$ cat src/rtl/button_debouncer.sv
// Per-channel push-button debouncer: 2-flop synchronizer plus a stability counter per channel.
// Define BUTTON_DEBOUNCER_PULSE_EN to build the one-cycle press/release strobes; otherwise they are tied low.
module button_debouncer #(
  parameter int NUM_BTN      = 4,
  parameter int STABLE_COUNT = 500000,
  parameter int CNT_WIDTH    = 19
) (
  input  logic               clk,
  input  logic               reset,
  input  logic [NUM_BTN-1:0] btn_in,
  output logic [NUM_BTN-1:0] btn_out,
  output logic [NUM_BTN-1:0] press_pulse,
  output logic [NUM_BTN-1:0] release_pulse,
  output logic [NUM_BTN-1:0] dbg_settling
);

  typedef enum logic {
    ST_STABLE   = 1'b0,
    ST_SETTLING = 1'b1
  } state_t;

  localparam logic [CNT_WIDTH-1:0] CNT_MAX = CNT_WIDTH'(STABLE_COUNT - 1);

  logic [NUM_BTN-1:0]   s1;
  logic [NUM_BTN-1:0]   s2;
  state_t               state_q [NUM_BTN];
  state_t               state_d [NUM_BTN];
  logic [CNT_WIDTH-1:0] cnt     [NUM_BTN];
  logic [CNT_WIDTH-1:0] cnt_d   [NUM_BTN];
  logic [NUM_BTN-1:0]   accept;
  logic [NUM_BTN-1:0]   btn_d;

  always_ff @(posedge clk or posedge reset) begin
    if (reset) begin
      s1 <= '0;
      s2 <= '0;
    end else begin
      s1 <= btn_in;
      s2 <= s1;
    end
  end

  always_ff @(posedge clk or posedge reset) begin
    if (reset) begin
      btn_out <= '0;
      for (int i = 0; i < NUM_BTN; i++) begin
        state_q[i] <= ST_STABLE;
        cnt[i]     <= '0;
      end
    end else begin
      btn_out <= btn_d;
      for (int i = 0; i < NUM_BTN; i++) begin
        state_q[i] <= state_d[i];
        cnt[i]     <= cnt_d[i];
      end
    end
  end

  // Any edge where s2 agrees with btn_out ends settling, so a bounce restarts the count.
  always_comb begin
    accept = '0;
    btn_d  = btn_out;
    for (int i = 0; i < NUM_BTN; i++) begin
      state_d[i] = state_q[i];
      cnt_d[i]   = cnt[i];
      if (s2[i] != btn_out[i]) begin
        if (cnt[i] == CNT_MAX) begin
          accept[i]  = 1'b1;
          btn_d[i]   = s2[i];
          cnt_d[i]   = '0;
          state_d[i] = ST_STABLE;
        end else begin
          cnt_d[i]   = cnt[i] + CNT_WIDTH'(1);
          state_d[i] = ST_SETTLING;
        end
      end else begin
        cnt_d[i]   = '0;
        state_d[i] = ST_STABLE;
      end
    end
  end

  always_comb begin
    dbg_settling = '0;
    for (int i = 0; i < NUM_BTN; i++) begin
      dbg_settling[i] = (state_q[i] == ST_SETTLING);
    end
  end

`ifdef BUTTON_DEBOUNCER_PULSE_EN
  // Strobes land in the same cycle as the new btn_out value.
  always_ff @(posedge clk or posedge reset) begin
    if (reset) begin
      press_pulse   <= '0;
      release_pulse <= '0;
    end else begin
      press_pulse   <= accept & s2;
      release_pulse <= accept & ~s2;
    end
  end
`else
  assign press_pulse   = '0;
  assign release_pulse = '0;
`endif

endmodule

$ cat config.mk
export PLATFORM = sky130hd
export DESIGN_NAME = button_debouncer
export DESIGN_NICKNAME = d
export VERILOG_FILES = /design/src/rtl/button_debouncer.sv
export SDC_FILE = /design/constraint.sdc
export NUM_CORES = 1
export LEC_CHECK = 0
export CELL_PAD_IN_SITES_DETAIL_PLACEMENT = 0
export CELL_PAD_IN_SITES_GLOBAL_PLACEMENT = 1
export CORE_UTILIZATION = 45
export DETAILED_ROUTE_END_ITERATION = 10
export PLACE_DENSITY_LB_ADDON = 0.1
export SYNTH_ARGS = -nofsm -noshare
export SYNTH_HDL_FRONTEND = slang
export SYNTH_SLANG_ARGS = --single-unit
$ cat constraint.sdc
create_clock -name clk -period 6.7 [get_ports clk]
set_input_delay 1.005 -clock clk [delete_from_list [all_inputs] [get_ports clk]]
set_output_delay 1.005 -clock clk [all_outputs]
set_load 0.005 [all_outputs]
==> summary.md <==
| Metric | Value |
|---|---|
| Port Buf Inserts | `13` |
| Setup_tns | `0 ns` |
| Fin nets | `461` |
| Synth Area in Adders | `1.13%` |
| H-tree depth | `3` |
| Worst slack, placed | `slightly above 4 ns` |
| PostCTS Resize Cnt | `0` |
| Clock latency on the worst-skew pair | `0.37 ns` |
| Largest family of logic cells by synthesized area | `simple AND/OR/NAND/NOR gates` |
| Global-route wire length before repair | `14300 um` |
| Post-synthesis sequential element count | `92` |
| IO Pins | `22` |
| Vias in the first global route | `just over 3000` |
| Worst path max stage delay | `approximately 0.81 ns` |
| Area grow syn2layout | `10.1%` |
| 1st-iter DRT viols | `61` |
| Multi-input gate area | `1990 um^2` |
| Placer congestion estimate | `0.765` |
| Die area | `10200 um^2` |
| GRT Total Usage | `17.9%` |
| CTS clk-pin slew, worst paths | `0.09 ns` |
| Final hold vios | `0` |
| Fin. max-slew vios | `0` |
| Dpl hpwl | `5380 um` |
| Share of cells above drive strength 1 | `8.77%` |
| Routed wire length per instance | `13.7 um` |
| Post-synthesis compound-gate area fraction | `5.27%` |
| Max Cap Viol | `0` |
| Sequence of cells on the critical path | `or4b_2 -> o41ai_2 -> buf_4 -> nor2_1` |
| Clk root buf | `clkbuf_8` |
| Fmax | `0.407 GHz` |
| Design area | `around 4900 um^2` |
| Mapped Area | `roughly 4400 um^2` |
| Syn Inst Count | `435` |
| Worst-margin pin slew | `1.03 ns` |
| Min Tclk post-route | `between 2 and 2.5 ns` |
| Worst hold start | `s1[3]` |
| Max Clock Skew | `0.00570 ns` |
| Slowest cell on crit path | `o41ai_2` |
| Vias/cell | `roughly 5.4` |
| Post-Synth Simple-Gate Area | `24.8%` |
| Reg2Reg Setup Slack | `~4.2 ns` |
| Post-synth cell types | `40` |
| Post-Synth XOR/XNOR Area | `11.3%` |
| Antenna Nets Post-Route | `0` |
| Largest net degree at the start of global routing | `between 60 and 70` |
| Initial antenna violation count | `0` |
| R2R Path End | `cnt[7]` |
| Outcome | `complete, no violations` |
| Pwr dens | `204 nW/um^2` |
| Vias | `3147` |
| Final std cells w/o fill | `585` |
| Setup Viol. Count Final | `0` |
| Critical Path Start Type | `flop` |
| Ys Warns | `0` |
| Dpl cells | `roughly 570` |
| Hold Path Depth | `0` |
| DRC Markers | `0` |
| Drt first pass iters | `4` |
| Clock Path Buffers | `2` |
| Die span in x | `101 um` |
| Placed cell area | `4660 um^2` |
| Initial Utilization | `47.1%` |
| Reg2Reg Depth | `4` |
| Worst hold slack | `about 0.36 ns` |
| CP Buf/Inv Count | `1` |
| Syn_area_per_cell | `10.2 um^2` |
| Post-CTS setup buffers | `0` |
| Sequential cell area | `2300 um^2` |
| CTS tree | `yes` |
| Clk sinks | `just over 90` |
| Slew Limit Headroom | `30.8%` |
| Maximum fanout along the worst path | `11` |
| Die height | `101 um` |
| Routed WL | `8040 um` |
| FILL cells | `882` |
| Endpoint, Worst Hold | `s2[3]` |
| Top delay family on crit path | `compound AO/OA/AOI/OAI gates` |
| Total core area | `~9400 um^2` |
| RSZ-0062 raised after global routing | `false` |
| Origin of the critical flop-to-flop path | `cnt[12]` |
| Mux share of post-synthesis cell area | `1.47%` |
| Pleak | `1.93 nW` |
| # rows | `35` |
| Maximum vdd drop | `0.146 mV` |
| Seq/Total Area, Yosys | `52.1%` |
| Worst min path class | `reg2reg` |
| Setup CP Type | `reg2reg` |
| GRT overflow | `0` |
| Worst path arrival time | `approximately 2.7 ns` |
| Ant diodes | `0` |
| Most common cell after layout, fill and taps aside | `dfrtp_1` |
| Num CTS Buffers | `9` |
| Commonest non-fill, non-tap cells in the layout | `dfrtp_1, nor2_1, xnor2_1` |
| CP required | `6.95 ns` |
| Crit. End Element | `flop` |
| Final period utilization | `approximately 37%` |
| Hold buffers post-CTS | `0` |
| Setup slack after layout | `4.24 ns` |
[power breakdown]
part           internal, W  total [W]  switching [W]
registers         0.000564   0.000573     0.00000838
logic            0.0000136  0.0000400      0.0000264
clock network     0.000174   0.000380       0.000205
[state kept, by name (all words and copies together) (netlist names)]
register	count
s2	4
btn_out	4
s1	4
cnt	76
dbg_settling	4
[Yosys cell counts]
cell type,count,area (um^2)
or2_2,5,31.3
nor3_1,11,55.1
or4b_1,1,10.0
nor4_1,16,100
nor4b_1,3,26.3
buf_6,1,11.3
o41ai_4,1,27.5
o31ai_1,8,60.1
and4bb_2,1,12.5
or3_1,2,12.5
buf_4,8,60.1
xor2_1,23,201
and3_1,2,12.5
nand3_1,29,145
nand4_1,21,131
xnor2_1,34,298
or2_0,1,6.26
or4b_2,2,20.0
or4_1,9,67.6
nand2_1,23,86.3
ha_1,4,50.1
a21oi_1,15,75.1
dfrtp_1,92,2300
clkbuf_1,5,18.8
or3b_2,2,17.5
and4_2,1,10.0
o21ai_0,2,10.0
mux2_2,4,45.0
nor2_1,70,263
o41ai_1,5,43.8
nor2b_1,2,12.5
and2_1,1,6.26
o21ai_4,1,16.3
buf_2,4,20.0
nand2b_1,1,6.26
or4_4,1,11.3
inv_1,15,56.3
conb_1,1,3.75
mux2i_1,2,20.0
and4_1,6,52.6
[layout make-up]
type,instances,share of cell area (%)
clock inverters,7,1.52
inverters,15,1.18
flip-flops and latches,92,47.4
multi-input cells,317,40.9
repair buffers,16,3.14
well taps,129,3.32
clock buffers,9,2.55
[per-stage QoR]
step	total power [W]	util (%)
final	0.000992	51.9
after global routing	0.00104	51.9
after CTS	0.00101	51.9
after detailed placement	0.000625	49.7
after global placement	0.000625	49.7
after floorplan	0.000613	-
[worst max path at each step]
stage / from / end / slack, ns / cells after the start
detailed placement: reset / cnt[32] / 4.08 / 3
global placement: reset / cnt[43] / 4.09 / 3
CTS: cnt[12] / cnt[7] / 4.19 / 4
finish: cnt[12] / cnt[7] / 4.24 / 4
floorplan: reset / btn_out[0] / 3.30 / 1
global route: cnt[0] / cnt[7] / 3.98 / 5
[layer usage]
layer | global-route usage (%) | share of wire, %
met3 | 4.65 | 3.2
met2 | 27.8 | 46
met1 | 23.7 | 49
met5 | 0 | 0
met4 | 7.69 | 2.0
[kinds of logic after synthesis]
family                   Yosys count
adder cells (fa/ha/maj)            4
AO/OA/AOI/OAI                     32
other                              1
flip-flops                        92
multiplexers                       6
AND/OR/NAND/NOR                  210
XOR/XNOR                          57
buffers and inverters             33
Power figures use the tool's default switching activity.
